--- src/rtl/vote_pkg.sv ---
// rtl/vote_pkg.sv - shared types, defaults and pulse-count helper for vote_tally
// Purpose: FSM state enum, popcount classification of the vote pulse vector,
//          default sizing constants.
// Ports:   none (package).
package vote_pkg;

  localparam int NUM_CAND_DEF = 4;
  localparam int CNT_W_DEF    = 8;

  typedef enum logic {
    IDLE,
    LOCKOUT
  } state_t;

  typedef enum logic [1:0] {
    PC_NONE,
    PC_ONE,
    PC_MANY
  } popcnt_t;

  // Classifies a pulse vector (zero-extended to 32 bits) as none/one/many.
  function automatic popcnt_t onehot_count(input logic [31:0] v);
    int n;
    n = 0;
    for (int i = 0; i < 32; i++) begin
      n += int'(v[i]);
    end
    if (n == 0)      return PC_NONE;
    else if (n == 1) return PC_ONE;
    else             return PC_MANY;
  endfunction

endpackage

--- src/rtl/vote_tally_if.sv ---
// rtl/vote_tally_if.sv - vote/result signal bundle between host logic and vote_tally
// Purpose: groups the voting inputs and tally/result outputs.
// Ports (signals):
//   mode, vote_pulse[NUM_CAND], sel[$clog2(NUM_CAND)]  -> tally block
//   ack, collision, busy, result[CNT_W], result_valid  <- tally block
//   total[CNT_W+$clog2(NUM_CAND)]                      <- tally block (TALLY_TOTAL_EN only)
// Modports: master (drives votes/selection), slave (the tally block).
interface vote_tally_if
  import vote_pkg::*;
#(
  parameter int NUM_CAND = NUM_CAND_DEF,
  parameter int CNT_W    = CNT_W_DEF
);
  localparam int SEL_W = $clog2(NUM_CAND);
  localparam int TOT_W = CNT_W + $clog2(NUM_CAND);

  logic                mode;
  logic [NUM_CAND-1:0] vote_pulse;
  logic [SEL_W-1:0]    sel;
  logic                ack;
  logic                collision;
  logic                busy;
  logic [CNT_W-1:0]    result;
  logic                result_valid;
`ifdef TALLY_TOTAL_EN
  logic [TOT_W-1:0]    total;

  modport master (
    output mode, vote_pulse, sel,
    input  ack, collision, busy, result, result_valid, total
  );
  modport slave (
    input  mode, vote_pulse, sel,
    output ack, collision, busy, result, result_valid, total
  );
`else
  modport master (
    output mode, vote_pulse, sel,
    input  ack, collision, busy, result, result_valid
  );
  modport slave (
    input  mode, vote_pulse, sel,
    output ack, collision, busy, result, result_valid
  );
`endif

endinterface

--- src/rtl/vote_counter.sv ---
// rtl/vote_counter.sv - saturating per-candidate tally counter
// Purpose: counts inc pulses, holding at all-ones.
// Ports: clk, rst (sync, active-high), inc (count enable), cnt[CNT_W] (tally).
module vote_counter
  import vote_pkg::*;
#(
  parameter int CNT_W = CNT_W_DEF
) (
  input  logic             clk,
  input  logic             rst,
  input  logic             inc,
  output logic [CNT_W-1:0] cnt
);

  always_ff @(posedge clk) begin
    if (rst) begin
      cnt <= '0;
    end else if (inc && (cnt != '1)) begin
      cnt <= cnt + 1'b1;
    end
  end

endmodule

--- src/rtl/vote_tally.sv ---
// rtl/vote_tally.sv - saturating vote tally with lockout, collision reject and result mux
// Purpose: accepts single one-cycle vote pulses while idle in voting mode, locks out
//          further votes for LOCK_CYCLES cycles, flags simultaneous presses, and shows
//          the selected candidate's tally in result mode.
// Ports: clk, rst (sync, active-high); bus (vote_tally_if.slave): mode, vote_pulse, sel
//        in; ack, collision, busy, result, result_valid (and total) out.
// Config: TALLY_TOTAL_EN adds a saturating count of all accepted votes on bus.total.
module vote_tally
  import vote_pkg::*;
#(
  parameter int NUM_CAND    = NUM_CAND_DEF,
  parameter int CNT_W       = CNT_W_DEF,
  parameter int LOCK_CYCLES = 8
) (
  input  logic         clk,
  input  logic         rst,
  vote_tally_if.slave  bus
);

  localparam int LCW = (LOCK_CYCLES < 2) ? 1 : $clog2(LOCK_CYCLES + 1);

  state_t              state, state_next;
  logic [LCW-1:0]      lock_cnt, lock_next;
  logic                accept, coll;
  popcnt_t             pc;
  logic [NUM_CAND-1:0] inc_vec;
  logic [CNT_W-1:0]    tally [NUM_CAND];
  logic                ack_q, coll_q;
  logic [CNT_W-1:0]    result_q;
  logic                result_valid_q;

  assign pc = onehot_count(32'(bus.vote_pulse));

  always_comb begin
    state_next = state;
    lock_next  = lock_cnt;
    accept     = 1'b0;
    coll       = 1'b0;
    case (state)
      IDLE: begin
        if (!bus.mode) begin
          if (pc == PC_ONE) begin
            accept = 1'b1;
            if (LOCK_CYCLES != 0) begin
              state_next = LOCKOUT;
              lock_next  = LCW'(LOCK_CYCLES);
            end
          end else if (pc == PC_MANY) begin
            coll = 1'b1;
          end
        end
      end
      LOCKOUT: begin
        // Leaving on the count-of-1 cycle keeps busy high for exactly LOCK_CYCLES cycles.
        if (lock_cnt <= LCW'(1)) begin
          state_next = IDLE;
          lock_next  = '0;
        end else begin
          lock_next  = lock_cnt - 1'b1;
        end
      end
      default: begin
        state_next = IDLE;
        lock_next  = '0;
      end
    endcase
  end

  always_ff @(posedge clk) begin
    if (rst) begin
      state    <= IDLE;
      lock_cnt <= '0;
      ack_q    <= 1'b0;
      coll_q   <= 1'b0;
    end else begin
      state    <= state_next;
      lock_cnt <= lock_next;
      ack_q    <= accept;
      coll_q   <= coll;
    end
  end

  // Only one bit can be set when accept is high, so the pulse vector is the inc vector.
  assign inc_vec = accept ? bus.vote_pulse : '0;

  for (genvar i = 0; i < NUM_CAND; i++) begin : g_cnt
    vote_counter #(.CNT_W(CNT_W)) u_cnt (
      .clk (clk),
      .rst (rst),
      .inc (inc_vec[i]),
      .cnt (tally[i])
    );
  end

  always_ff @(posedge clk) begin
    if (rst) begin
      result_q       <= '0;
      result_valid_q <= 1'b0;
    end else begin
      result_valid_q <= bus.mode;
      if (bus.mode && (32'(bus.sel) < NUM_CAND)) begin
        result_q <= tally[bus.sel];
      end else begin
        result_q <= '0;
      end
    end
  end

  assign bus.ack          = ack_q;
  assign bus.collision    = coll_q;
  assign bus.busy         = (state == LOCKOUT);
  assign bus.result       = result_q;
  assign bus.result_valid = result_valid_q;

`ifdef TALLY_TOTAL_EN
  localparam int TOT_W = CNT_W + $clog2(NUM_CAND);
  logic [TOT_W-1:0] total_q;

  always_ff @(posedge clk) begin
    if (rst) begin
      total_q <= '0;
    end else if (accept && (total_q != '1)) begin
      total_q <= total_q + 1'b1;
    end
  end

  assign bus.total = total_q;
`endif

endmodule

--- src/flat_wrapper.sv ---
// flat-port wrapper written by rule: the top's interface ports become plain ports
module vote_tally_flat import vote_pkg::*;
#(
  parameter int NUM_CAND    = NUM_CAND_DEF,
  parameter int CNT_W       = CNT_W_DEF,
  parameter int LOCK_CYCLES = 8
)
  (clk, rst, bus_mode, bus_vote_pulse, bus_sel, bus_ack, bus_collision, bus_busy, bus_result, bus_result_valid);
  vote_tally_if #(.NUM_CAND(NUM_CAND), .CNT_W(CNT_W)) bus_i ();
  input  logic clk;
  input  logic rst;
  input wire logic [$bits(bus_i.mode)-1:0] bus_mode;
  input wire logic [$bits(bus_i.vote_pulse)-1:0] bus_vote_pulse;
  input wire logic [$bits(bus_i.sel)-1:0] bus_sel;
  output wire logic [$bits(bus_i.ack)-1:0] bus_ack;
  output wire logic [$bits(bus_i.collision)-1:0] bus_collision;
  output wire logic [$bits(bus_i.busy)-1:0] bus_busy;
  output wire logic [$bits(bus_i.result)-1:0] bus_result;
  output wire logic [$bits(bus_i.result_valid)-1:0] bus_result_valid;
  assign bus_i.mode = bus_mode;
  assign bus_i.vote_pulse = bus_vote_pulse;
  assign bus_i.sel = bus_sel;
  assign bus_ack = bus_i.ack;
  assign bus_collision = bus_i.collision;
  assign bus_busy = bus_i.busy;
  assign bus_result = bus_i.result;
  assign bus_result_valid = bus_i.result_valid;
  vote_tally #(.NUM_CAND(NUM_CAND), .CNT_W(CNT_W), .LOCK_CYCLES(LOCK_CYCLES)) u_core (.clk(clk), .rst(rst), .bus(bus_i));
endmodule
--- config.mk ---
export PLATFORM = sky130hd
export DESIGN_NAME = vote_tally_flat
export DESIGN_NICKNAME = d
export VERILOG_FILES = /design/src/rtl/vote_pkg.sv /design/src/rtl/vote_tally_if.sv /design/src/rtl/vote_counter.sv /design/src/rtl/vote_tally.sv /design/src/flat_wrapper.sv
export SDC_FILE = /design/constraint.sdc
export NUM_CORES = 1
export LEC_CHECK = 0
export CORE_MARGIN = 10
export CORE_UTILIZATION = 52
export CTS_CLUSTER_DIAMETER = 80
export CTS_CLUSTER_SIZE = 30
export DETAILED_ROUTE_END_ITERATION = 6
export PLACE_DENSITY = 0.78
export SLEW_MARGIN = 20
export SYNTH_ARGS = -nofsm -noshare
export SYNTH_HDL_FRONTEND = slang
export SYNTH_HIERARCHICAL = 1
export SYNTH_SLANG_ARGS = --single-unit
--- constraint.sdc ---
create_clock -name clk -period 3.3 [get_ports clk]
set_input_delay 0.66 -clock clk [delete_from_list [all_inputs] [get_ports clk]]
set_output_delay 0.66 -clock clk [all_outputs]
set_load 0.02 [all_outputs]
* Word level (Yosys, flattened, before mapping)
Cells that the tools add are included.
Word-level totals: register bits after elaboration 48, bits in latches 0, memory bits (writable) 0, ROM bits 0, input bits 9, output and inout port bits 12, logic and storage cells 56, memories 0
Cells by class: $add $sub $neg 8, multipliers 0, divide/modulo/power cells 0, magnitude comparators 2, eq/ne operators 9, shifts and indexed selects 0, multiplexer cells 16, bitwise logic cells 3, reductions and logical operators 8
Operators by type and width (count):
- $add A32 B2 Y32 | 2
- $add A8 B1 Y8 const B | 4
- $eq A32 B2 Y1 const B | 1
- $logic_not A32 Y1 | 1
- $ne A8 B8 Y1 const B | 4
- $bmux W8 S2 | 1
- $mux W4 | 4
- $mux W8 | 2
- $pmux W4 S2 | 1
- $mux W1 | 5
- $le A4 B1 Y1 const B | 1
- $logic_and A1 B1 Y1 | 4
- $mux W2 | 2
- $reduce_or A4 Y1 | 1
- $sub A4 B1 Y4 const B | 1
- $ge A3 B3 Y1 const B | 1
- $not A2 Y3 | 1
- $add A1 B1 Y2 | 1
- $eq A2 B1 Y1 const B | 1
- $eq A2 B2 Y1 const B | 1
- $ne A2 B1 Y1 const B | 1
- $ne A2 B2 Y1 const B | 1
- $not A1 Y1 | 2
- $pmux W1 S2 | 1
- other kinds (2) | 2

* Depth between registers and ports, before layout
depth after elaboration 12, mapped depth 11, gate-level depth less buffers 11

* Modules after synthesis
The synthesis kept the hierarchy.
Modules (own cells, without submodules):
- vote_counter | times used 4, cells an instance 46, area an instance 430.4 µm², seq. area each 160.2 µm²
- vote_tally | times used 1, cells an instance 77, area an instance 850.8 µm², seq. area each 320.3 µm²

* Worst setup path after synthesis
No wires, ideal clock.
path type input -> register, from input port bus_vote_pulse[0], to register u_core.g_cnt[0].u_cnt.cnt[3], setup time 0.069 ns, data arrival time 3.322 ns, required time 3.231 ns, path slack -0.091 ns, cell stages on the path 11, path buffers 0, path through inv_1 -> fa_1 -> inv_1 -> ha_1 -> ha_1 -> or3b_4 -> or3_4 -> nor2_1 -> nand4_1 -> or3_2 -> o21ai_1
Between the ends: longest elaborated chain between the ends 12, elaborated cells on any way between the ends 13, classes of those cells add/sub: 3; eq/ne: 2; mux: 6; reduce/logical: 2
RTL lines:
- start, declared | RTL line flat_wrapper.sv:13 | input wire logic [$bits(bus_i.vote_pulse)-1:0] bus_vote_pulse;
- $add A1 B1 Y2 | RTL line vote_pkg.sv:26 | n += int'(v[i]);
- $add A32 B2 Y32 (2 in a row) | RTL line vote_pkg.sv:26
- $eq A32 B2 Y1 | RTL line vote_pkg.sv:29 | else if (n == 1) return PC_ONE;
- $mux W2 | RTL line vote_pkg.sv:29
- $mux W2 | RTL line vote_pkg.sv:28 | if (n == 0) return PC_NONE;
- $eq A2 B1 Y1 | RTL line vote_tally.sv:42 | if (pc == PC_ONE) begin
- $mux W1 | RTL line vote_tally.sv:42
- $mux W1 | RTL line vote_tally.sv:41 | if (!bus.mode) begin
- $mux W1 | RTL line vote_tally.sv:39 | case (state)
- $mux W4 (*) | RTL line vote_tally.sv:84 | assign inc_vec = accept ? bus.vote_pulse : '0;
- net u_core.inc_vec[0] | RTL line vote_tally.sv:26 | logic [NUM_CAND-1:0] inc_vec;
- $logic_and A1 B1 Y1 (*) | RTL line vote_counter.sv:18 | end else if (inc && (cnt != '1)) begin
- end signal, assigned | RTL line vote_counter.sv:19 | cnt <= cnt + 1'b1;
- end, declared | RTL line vote_counter.sv:12 | output logic [CNT_W-1:0] cnt
Mark *: on every way through the listed nets, which the timed path passes. The rest lies on a longest branch. A chain may end at the register's enable or synchronous reset.

* Worst setup path in the final report
from input port bus_vote_pulse[0], to register u_core.g_cnt[2].u_cnt.cnt[3]
Between the ends: longest elaborated chain between the ends 12, elaborated cells on any way between the ends 13, classes of those cells add/sub: 3; eq/ne: 2; mux: 6; reduce/logical: 2
RTL lines (RTL line):
- $add A1 B1 Y2 (*) | vote_pkg.sv:26
- $add A32 B2 Y32 (*) (2 in a row) | vote_pkg.sv:26
- $eq A32 B2 Y1 | vote_pkg.sv:29
- $mux W2 | vote_pkg.sv:29
- $mux W2 (*) | vote_pkg.sv:28
- $eq A2 B1 Y1 (*) | vote_tally.sv:42
- $mux W1 (*) | vote_tally.sv:42
- $mux W1 (*) | vote_tally.sv:41
- $mux W1 (*) | vote_tally.sv:39
- $mux W4 (*) | vote_tally.sv:84
- net u_core.inc_vec[2] | vote_tally.sv:26
- $logic_and A1 B1 Y1 (*) | vote_counter.sv:18
- end signal, assigned | vote_counter.sv:19
- end, declared | vote_counter.sv:12
Marked as above.

==> impl_metrics.py <==
metrics = {
    "worst_setup_path": {
        "crit_fanout": 5,
        "crit_path_cell_trace": "buf_6 > clkinvlp_4 > fa_1 > inv_1 > ha_2 > ha_4 > or3b_4 > or3_4 > nor2_4 > buf_6 > nand4_1 > or3_4 > o21ai_1",
        "crit_required_ps": 3540,
        "critical_path_class": "input pin to flip-flop",
        "cp.arrival_ps": 3500,
        "critPathBufInv": 4,
        "r2r_cells": 6,
        "end_kind": "flip-flop",
        "r2r_slack_ps": 1440,
        "cp-start-kind": "input pin",
        "critPathSlowestCell": "fa_1",
        "path_delay_family": "simple AND/OR/NAND/NOR gates",
        "crit_end": "u_core/g_cnt[2].u_cnt/cnt[3]",
        "r2r-start": "u_core/bus.busy",
        "cp-startpoint": "bus_vote_pulse[0]",
        "critical-path-max-stage-delay_ps": 530,
        "r2r-end": "u_core/g_cnt[2].u_cnt/cnt[3]",
        "cp.depth": 13,
    },
    "sta": {
        "period_share_pct": 99.01,
        "finalClockSkew_ps": 8.020,
        "hold_viol": 0,
        "maxSlewHeadroom_pct": 64.96,
        "tightestPinTransition_ps": 523.9,
        "max_freq_mhz": 306.1,
        "rsz0062_at_grt": "yes",
        "fin_crit_ps": 3267,
        "slew_viol_final": 0,
        "finalSetupViolCount": 0,
    },
    "finish": {
        "final_common_cell": "dfxtp_1",
        "drive_above_1_share_pct": 23.65,
        "final_nets": 313,
        "area_delta_synth_final_pct": 19.65,
        "fin_util_pct": 64.74,
        "final_cell_mix": "dfxtp_1, a21oi_1, nand2_1, clkdlybuf4s50_1, buf_4",
        "diodes": 0,
        "postLayoutCellArea_um2": 3078,
    },
    "synthesis": {
        "synth-xor-area-share_pct": 0,
        "synth-async-reset-ratio_pct": 0,
        "synth_top_area_share_pct": 37.35,
        "synth_area_per_cell_um2": 9.856,
        "synthMuxAreaShare_pct": 11.28,
        "synth_fa_ha_area_share_pct": 4.669,
        "yosys.cell_types.count": 40,
        "synth.cell_area_um2": 2572,
        "synth_cells": 261,
        "ys_seq_elements": 48,
        "ys.flop_type": "dfxtp_1",
        "synth_nets": 279,
        "synth_top_family_by_area": "simple AND/OR/NAND/NOR gates",
        "synth_compound_area_share_pct": 19.55,
        "synth_area_leader_cell": "dfxtp_1",
        "yosysSeqAreaShare_pct": 37.35,
        "synth-simple-area-share_pct": 22.81,
        "synth_warnings": 6,
        "synth_edf_count": 0,
        "synthTopCellsByArea": "dfxtp_1, mux4_2, a21oi_1",
    },
    "pwr": {
        "p_switching_uw": 264.5,
        "combPwrFrac_pct": 11.8,
        "vdd_drop_max_uv": 179.1,
        "internal_power_uw": 827.6,
        "pwr-share-seq_pct": 54.8,
        "leakagePower_nw": 1.086,
        "power.density_nw_per_um2": 354.8,
        "swShare_pct": 24.22,
        "clkPwrFrac_pct": 33.4,
    },
    "global_routing": {
        "grtUsageTotal_pct": 13.22,
        "antenna_found_initial": 0,
        "grt_pass1_vias": 2042,
        "grt_first_pass_wirelength_mm": 9.342,
        "grt_overflow": 0,
        "grt_max_degree": 43,
    },
    "placed_design": {
        "dpl.hpwl_mm": 3.823,
        "placed_area_um2": 2937,
        "finalWeightedCongestion": 0.8571,
        "portBuffers": 20,
    },
    "drt": {
        "first_iter_violations": 134,
        "drt_first_pass_iters": 4,
        "avgRoutedWirePerCell_um": 14.62,
        "wl_mm": 5.307,
        "drcViolationCount": 0,
        "viasPerCell": 5.730,
        "via_count": 2080,
        "ant_nets": 0,
    },
    "clocking": {
        "clockBufferDepth": 2,
        "h-tree-depth": 2,
        "cts_buffers": 5,
        "hold_buffers": 0,
        "worstSkewPairLatency_ps": 300,
        "cts_tree": "yes",
        "root_buffer": "clkbuf_8",
        "clock_sinks": 48,
        "path_clk_slew_ps": 90,
    },
    "worst_hold_path": {
        "min_delay_path_depth": 2,
        "hp-class": "flip-flop to flip-flop",
    },
    "floorplan": {
        "initial_core_util_pct": 54.11,
        "core_area_um2": 4755,
        "die_width_um": 90.34,
        "dieArea_um2": 8160,
        "rows": 25,
        "ioPinCount": 21,
        "fp.dieH_um": 90.34,
    },
    "flow_run": {
        "cap_viol_max_count": 0,
    },
    "outcome": {
        "status": "complete, no violations",
    },
}
==> power groups by stage <==
stage,sequential [mW],clock (mW),combinational [mW]
after floorplan,0.612,0,0.0767
after global placement,0.612,0,0.124
after detailed placement,0.612,0,0.126
after CTS,0.598,0.374,0.129
after global routing,0.600,0.397,0.142
final,0.598,0.364,0.129
==> cells by family after synthesis <==
| family | after synthesis |
|---|---|
| adders and majority gates | 9 |
| DFF | 48 |
| buffers and inverters | 21 |
| AOI/OAI and AO/OA | 68 |
| and+or+nand+nor | 98 |
| muxes | 17 |
==> cell usage after synthesis, drive strengths merged, types with 2 or more instances <==
library cell  number
and2b              4
nor3               9
inv               13
dfxtp             48
and3               4
buf                5
nand3              8
and4               8
nand2             20
a311oi             5
nor4               2
nor2              10
mux2               4
a21oi             21
o311a              4
or3                5
o21bai            10
a31oi              5
mux2i              5
nand2b             7
mux4               8
ha                 8
a211oi             8
o21ai              4
a21boi             8
nor2b              8
nand4              8
or2                2
clkbuf             3
==> stage by stage <==
stage	std cells	TNS (ps)	total power, mW	hold slack, ps	setup WS (ps)
5_1_grt	363	-64.19	1.140	565.7	-64.19
4_1_cts	362	0	1.101	533.5	3.865
6_report	363	0	1.092	530.5	32.71
3_5_place_dp	350	-19020	0.7377	521.1	-678.1
3_3_place_gp	350	-17420	0.7354	500.8	-628.1
2_1_floorplan	261	-91.06	0.6892	463.0	-22.83
==> tightest hold or removal path, cell delays in order, from the launching register on <==
cell	delay, ps
dfxtp_1	360
nand2_1	70
mux2i_1	60
==> cell type report <==
| class | instances | area (µm²) |
|---|---|---|
| multi-input combinational | 192 | 1575 |
| timing repair buffer | 35 | 307.8 |
| sequential | 48 | 960.9 |
| clock inverter | 1 | 7.507 |
| fill | 406 | 1677 |
| tap | 67 | 83.83 |
| inverter | 13 | 56.30 |
| clock buffer | 7 | 86.33 |
==> state kept, by name (all words and copies together) (netlist names) <==
name / flops
u_core/bus.busy: 1
u_core/g_cnt.u_cnt/cnt: 32
u_core/bus.result_valid: 1
u_core/bus.ack: 1
u_core/bus.collision: 1
u_core/lock_cnt: 4
u_core/bus.result: 8
==> worst min path at each step <==
| stage | start | end | slack, ps |
|---|---|---|---|
| 2_1_floorplan | u_core/g_cnt[2].u_cnt/cnt[5] | u_core/g_cnt[2].u_cnt/cnt[5] | 460 |
| 4_1_cts | u_core/g_cnt[1].u_cnt/cnt[1] | u_core/g_cnt[1].u_cnt/cnt[1] | 530 |
| 3_5_place_dp | u_core/g_cnt[0].u_cnt/cnt[5] | u_core/g_cnt[0].u_cnt/cnt[5] | 520 |
| 3_3_place_gp | u_core/g_cnt[0].u_cnt/cnt[1] | u_core/g_cnt[0].u_cnt/cnt[1] | 500 |
| 6_report | u_core/g_cnt[1].u_cnt/cnt[1] | u_core/g_cnt[1].u_cnt/cnt[1] | 530 |
| 5_1_grt | u_core/g_cnt[0].u_cnt/cnt[1] | u_core/g_cnt[0].u_cnt/cnt[1] | 570 |
==> per-layer routing <==
metal | GRT usage, % | share of wire, %
met3 | 4.073 | 7.6
met5 | 0 | 0
met2 | 22.09 | 47
met4 | 3.714 | 0.30
met1 | 15.95 | 45
==> timing repair <==
action	in CTS	in global routing
cloned	0	0
resized for setup	8	10
pin swaps	5	8
endpoints found under the setup margin	32	24
setup buffers	4	2
No activity file was read; power rests on OpenSTA's default activity.
